`config.mk`:
```
export PLATFORM = sky130hd
export DESIGN_NAME = wb_trace_buffer
export DESIGN_NICKNAME = d
export VERILOG_FILES = /design/src/rtl/wb_trace_buffer.sv
export SDC_FILE = /design/constraint.sdc
export NUM_CORES = 1
export LEC_CHECK = 0
export BUFFER_PORTS_ARGS = -buffer_cell sky130_fd_sc_hd__buf_2
export CAP_MARGIN = 20
export CORE_MARGIN = 8
export CORE_UTILIZATION = 45
export CTS_BUF_LIST = sky130_fd_sc_hd__clkbuf_2
export CTS_CLUSTER_DIAMETER = 30
export DETAILED_ROUTE_END_ITERATION = 6
export PLACE_DENSITY = 0.72
export SETUP_SLACK_MARGIN = 0.4
export SLEW_MARGIN = 20
export SYNTH_ARGS = -nofsm -noshare
export SYNTH_HDL_FRONTEND = slang
export SYNTH_SLANG_ARGS = --single-unit
```
`constraint.sdc`:
```
create_clock -name clk -period 3.8 [get_ports clk]
set_clock_uncertainty 0.05 [all_clocks]
set_input_delay 0.57 -clock clk [delete_from_list [all_inputs] [get_ports clk]]
set_output_delay 0.57 -clock clk [all_outputs]
set_load 0.05 [all_outputs]
```
`src/rtl/wb_trace_buffer.sv`:
```
// Write-back trace buffer: queues 32-bit write-back words in a FIFO and
// streams them out LSB-first as bytes over a valid/ready link.
module wb_trace_buffer #(
  parameter int DEPTH = 16,
  parameter int CNT_W = 5
) (
  input  logic             clk,
  input  logic             reset,
  input  logic             wb_valid,
  input  logic [31:0]      wb_data,
  output logic [7:0]       tx_data,
  output logic             tx_valid,
  input  logic             tx_ready,
  output logic [CNT_W-1:0] count,
  output logic             full,
  output logic             empty,
  output logic             overflow,
  output logic             dbg_state
);

  localparam int PW = $clog2(DEPTH);
  localparam logic [CNT_W-1:0] DEPTH_C = CNT_W'(DEPTH);

  typedef enum logic {IDLE = 1'b0, SEND = 1'b1} state_t;

  state_t           state;
  logic [31:0]      mem [DEPTH];
  logic [PW-1:0]    wp;
  logic [PW-1:0]    rp;
  logic [31:0]      sr;
  logic [1:0]       bi;
  logic             hs;
  logic             pop;
  logic             push;
  logic             drop;
  logic [CNT_W-1:0] count_nxt;

  // Valid/ready: a byte transfers on a rising edge where tx_valid and
  // tx_ready are both high; tx_valid/tx_data hold while the consumer stalls.
  assign hs   = (state == SEND) && tx_ready;
  // Pop only looks at registered empty, so a same-cycle push is never seen.
  assign pop  = !empty && ((state == IDLE) || (hs && (bi == 2'd3)));
  assign push = wb_valid && (!full || pop);
  assign drop = wb_valid && full && !pop;

  always_comb begin
    count_nxt = count;
    if (push && !pop)
      count_nxt = count + 1'b1;
    else if (pop && !push)
      count_nxt = count - 1'b1;
  end

  always_ff @(posedge clk) begin
    if (push)
      mem[wp] <= wb_data;
  end

  always_ff @(posedge clk) begin
    if (reset) begin
      wp       <= '0;
      rp       <= '0;
      count    <= '0;
      full     <= 1'b0;
      empty    <= 1'b1;
      overflow <= 1'b0;
      state    <= IDLE;
      sr       <= '0;
      bi       <= '0;
    end else begin
      if (push)
        wp <= wp + 1'b1;
      if (pop)
        rp <= rp + 1'b1;
      count <= count_nxt;
      full  <= (count_nxt == DEPTH_C);
      empty <= (count_nxt == '0);
      if (drop)
        overflow <= 1'b1;

      case (state)
        IDLE: begin
          if (pop) begin
            sr    <= mem[rp];
            bi    <= '0;
            state <= SEND;
          end
        end
        SEND: begin
          if (tx_ready) begin
            if (bi != 2'd3) begin
              sr <= {8'h00, sr[31:8]};
              bi <= bi + 1'b1;
            end else if (pop) begin
              sr <= mem[rp];
              bi <= '0;
            end else begin
              state <= IDLE;
            end
          end
        end
      endcase
    end
  end

  assign tx_valid  = (state == SEND);
  assign tx_data   = sr[7:0];
  assign dbg_state = state;

endmodule

```
==> After elaboration in Yosys (flattened, before gate mapping) <==
Memories as Yosys holds them, arrays and structs flattened. A register that Yosys moved wholly into a read port is not among the register bits.
Index checks and enable logic that the tools add are counted.
{ "totals": {"regBits": 51, "inputBits": 36, "mem_bits_rw": 512, "n_memories": 1, "wordCells": 53} }
{ "mem_list": {"columns": ["name", "words", "word_bits", "read_ports", "rd_clocked_by_memory_dff", "write_ports", "line", "text"], "rows": [
  ["mem", 16, 32, 1, 1, 1, "27", "logic [31:0] mem [DEPTH];"]
]} }
{ "op_classes": {"addsub": 5, "bitwise_logic": 1, "mux": 18, "n_reduce_logical": 15, "eq_ne": 4} }
{ "op_table": {"columns": ["op", "n"], "rows": [
  ["2-to-1 mux 32 bit", 3],
  ["one-hot mux 32 bit (2 select lines)", 1],
  ["2-to-1 mux 5 bit", 2],
  ["adder 4 x 1 -> 4 bit (second input constant)", 2],
  ["logical AND 1 bit", 8],
  ["2-to-1 mux 4 bit", 2],
  ["2-to-1 mux 2 bit", 3],
  ["adder 5 x 1 -> 5 bit (second input constant)", 1],
  ["== test 5 bit (second input constant)", 1],
  ["logical NOT 5 bit", 1],
  ["2-to-1 mux 1 bit", 5],
  ["subtractor 5 x 1 -> 5 bit (second input constant)", 1],
  ["logical NOT 1 bit", 4],
  ["!= test 2 bit (second input constant)", 2],
  ["one-hot mux 2 bit (2 select lines)", 1],
  ["adder 2 x 1 -> 2 bit (second input constant)", 1],
  ["== test 2 bit (second input constant)", 1],
  ["logical OR 1 bit", 2],
  ["one-hot mux 1 bit (2 select lines)", 1],
  ["inverter 1 bit", 1]
]} }

==> Logic depth before layout (Yosys ltp) <==
{ "depth": {"depth_word": 11, "ltp_mapped": 8} }

==> Least setup slack after synthesis <==
OpenSTA, ideal clock, no wires.
{ "synth_path": {"path_type": "reg-to-reg", "start": "register state, in the netlist dbg_state", "end": "memory mem[0][0] (enable)", "path_slack_ps": -389, "stages_incl_launch_ff": 7, "n_path_buf": 1, "t_arrival_ps": 3678, "required_time_ps": 3289, "setup_ps": 461, "cell_sequence": "dfxtp_1 a21bo_2 buf_2 nand2_1 a21oi_2 nand2_1 nor3_1"} }
{ "synth_via": {"elab_chain_len": 8, "elab_cells_between_ends": 9, "classes_between": "mux: 2; bitwise: 1; reduce/logical: 6"} }
{ "synth_lines": {"columns": ["item", "line", "text"], "rows": [
  ["from (decl)", "26", "state_t state;"],
  ["from (signal assigned)", "67", "state <= IDLE;"],
  ["from (signal assigned)", "86", "state <= SEND;"],
  ["from (signal assigned)", "98", "state <= IDLE;"],
  ["logical AND 1 bit", "40", "assign hs = (state == SEND) && tx_ready;"],
  ["logical AND 1 bit", "42", "assign pop = !empty && ((state == IDLE) || (hs && (bi == 2'd3)));"],
  ["logical OR 1 bit *", "42", null],
  ["logical AND 1 bit *", "42", null],
  ["logical OR 1 bit *", "43", "assign push = wb_valid && (!full || pop);"],
  ["logical AND 1 bit *", "43", null],
  ["2-to-1 mux 1 bit *", "55", "if (push)"],
  ["2-to-1 mux 1 bit (not written as such) *", "56", "mem[wp] <= wb_data;"],
  ["to (decl)", "27", null]
]} }
Every way passes the cells marked *; elsewhere a longest branch is shown, timed or not.

==> Worst setup path in the final report <==
{ "layout_path": {"start": "register bi[0]", "end": "memory mem[14][4] (enable)"} }
{ "layout_via": {"elab_chain_len": 8} }
{ "layout_lines": {"columns": ["item", "line", "text"], "rows": [
  ["from (decl)", "31", "logic [1:0] bi;"],
  ["from (signal assigned)", "93", "bi <= bi + 1'b1;"],
  ["== test 2 bit", "42", null],
  ["logical AND 1 bit", "42", null],
  ["logical OR 1 bit", "42", null],
  ["logical AND 1 bit", "42", null],
  ["logical OR 1 bit", "43", null],
  ["logical AND 1 bit", "43", null],
  ["2-to-1 mux 1 bit", "55", null],
  ["2-to-1 mux 1 bit (not written as such)", "56", null]
]} }
No other way between the ends.

==> results.toml <==
[placed_design]
hpwlAfterDp_um = 30100
gp_congestion = 0.795
dp.cells = 1726
port_buffers = 53
dp_slack_ps = 715

[floorplanning]
start_util = 0.456
die_h_um = 236
chipWidth_um = 236
rows = 80
die_area_um2 = 55600
ios = 54
fp.coreArea_um2 = 47700

[global_route]
track_usage = 0.171
grt_pass1_wl_um = 71700
grt_start_max_net_pins = 66
grt_pass1_vias = 11700
grt-ovfl-total = 0
antenna_found_initial = 2

[cts]
clockBufferDepth = 3
cts-root-buf = "clkbuf_2"
cts_setup_buffers = 0
ctsHtreeMaxLevel = 4
cts_hold_buf = 35
cts_tree = "built"
numCtsBuffers = 138
cts_resized = 0
clock-sinks = 567
clk_pin_slew_worst_paths_ps = 100
clk_latency_ps = 1030

[critical_path]
crit_family = "simple AND/OR/NAND/NOR gates"
critPathSlowestCell = "nor2_4"
critPathArrivalTime_ps = 3670
setup.worst_path.start_class = "flop"
cpMostUsedCell = "nand2_1"
cpPeakStageDelay_ps = 530
critPathMaxFanout = 17
path_cells = "ha_1, a21bo_2, nand2_1, a21oi_2, nand2_1, nor2_4, buf_12"
critPathCaptureType = "flop"
required_ps = 4470
critical_path_class = "flop to flop"
crit_buf_inv = 1

[synth]
ys_seq_area_frac = 0.757
yosysWarnings = 0
syn-instance-count = 1082
synth_edf_count = 512
avgSynthCellArea_um2 = 20.1
synth.distinct_cells = 48
ys.flop_type = "edfxtp_1"
yosys.area.top_type = "edfxtp_1"
synthesis.area_um2 = 21800
synthTopCellsByArea = "edfxtp_1 71%, mux4_2 13%, dfxtp_1 5.1%, mux2_2 2.1%, nor2_1 1.5%"
async_reset_ff_frac = 0
synth.top_cell.area_share = 0.707
synth_nets = 1126
yosys_register_bits = 567

[drt]
wirelength_um = 47900
post_drt_wl_per_cell_um = 23.8
drt_iter0_markers = 1202
viasPerCell = 5.59
ant_nets = 0
drc = 0
vias = 11300
firstDrtPassIters = 7

[pwr]
p_leak_nw = 8.12
netSwitchingFraction = 0.277
intPower_mw = 9.71
switching_power_mw = 3.71
peakVddDrop_mv = 0.252
power-per-cell-area_nw_per_um2 = 544
comb_power_share = 0.164
p_clk_frac = 0.305
p_seq_frac = 0.531

[timing]
final.period_utilization = 0.791
worst_pin_slew_ps = 990
max_freq_mhz = 332
max_slew_margin = 0.340
drv_slew = 0
rsz0062_at_grt = "false"
min_period_ps = 3010
tns_ps = 0
fin_ws_ps = 792
holdWs_ps = 433
hold_violations = 0
setup_viol_count_final = 0

[run_status]
run_status = "completed"

[cells_and_area]
nets = 1330
post-route-util = 0.517
layout_common_cells = "512 x edfxtp_1, 201 x clkbuf_2, 128 x mux4_2, 75 x nor2_1, 53 x buf_2"
fin_cells = 2011
syn2layout_area_growth_pct = 13.4
final_common_cell = "edfxtp_1"
drive_gt1_frac = 0.368

[job]
cap_violations = 0

[hold_path]
min_path_type = "flop to flop"
-- state kept, by name (all words and copies together), names as in the netlist, 2 cells and up, named ones only --
name   flops
mem      512
sr        32
count      5
rp         4
wp         4
bi         2
-- metal layers --
layer,vias to the layer above,share of wire,GRT usage
li1,4914,-,-
met1,5745,0.44,0.243
met2,527,0.46,0.259
met3,64,0.086,0.0388
met4,0,0.019,0.0605
met5,-,0,0
-- cells by family (layout without fill, tap and decap cells) --
logic type / count (synthesis) / count (layout) / synth area share
AO/OA/AOI/OAI: 90 / 90 / 0.0264
XOR/XNOR: 11 / 11 / 0.00443
adder cells (fa/ha/maj): 8 / 8 / 0.00460
buffers and inverters: 77 / 390 / 0.0177
flip-flops: 567 / 567 / 0.757
multiplexers: 176 / 176 / 0.157
other: 0 / 1 / 0
AND/OR/NAND/NOR: 153 / 153 / 0.0326
-- power groups by stage --
stage | Combinational (mW) | Sequential [mW] | Clock, mW
2_1_floorplan | 1.54 | 7.26 | 0
3_3_place_gp | 2.15 | 7.27 | 0
3_5_place_dp | 2.18 | 7.28 | 0
4_1_cts | 2.22 | 7.13 | 4.20
5_1_grt | 2.35 | 7.16 | 4.47
6_report | 2.20 | 7.13 | 4.09
-- final cells by class --
type / count / area, um2
fillers: 3724 / 23100
flip-flops and latches: 567 / 16500
multi-input cells: 438 / 5030
repair buffers: 132 / 1010
clock buffers: 201 / 1010
well taps: 615 / 769
clock inverters: 48 / 329
inverters: 9 / 33.8
diodes: 1 / 2.50
-- cells in the mapped netlist (all sizes together), types with 5 or more instances --
| master | n |
|---|---|
| a21oi | 31 |
| a22oi | 18 |
| buf | 43 |
| clkbuf | 25 |
| dfxtp | 55 |
| edfxtp | 512 |
| ha | 8 |
| inv | 9 |
| mux2 | 40 |
| mux2i | 8 |
| mux4 | 128 |
| nand2 | 11 |
| nor2 | 87 |
| nor3 | 7 |
| nor4 | 26 |
| o21ai | 10 |
| o22ai | 17 |
| xnor2 | 6 |
| xor2 | 5 |
-- final timing paths --
kind	from	to	slack, ps	cells past startpoint
setup / recovery	bi[0]	mem[14][4]	790	7
hold / removal	sr[19]	sr[11]	430	2
setup reg to reg	bi[0]	mem[14][4]	790	7
hold reg to reg	sr[19]	sr[11]	430	2
-- metrics by stage --
step	cell area [um2]	total power, mW
floorplan	21800	8.80
global placement	23000	9.42
detailed placement	23000	9.46
CTS	24700	13.6
global route	24700	14.0
finish	24700	13.4
-- worst register-to-register path: stages (launching register included) --
cell and delay, ps:
dfxtp_1 370, ha_1 220, a21bo_2 250, nand2_1 350, a21oi_2 410, nand2_1 300, nor2_4 530, buf_12 240
(Power assumes the default switching activity.)
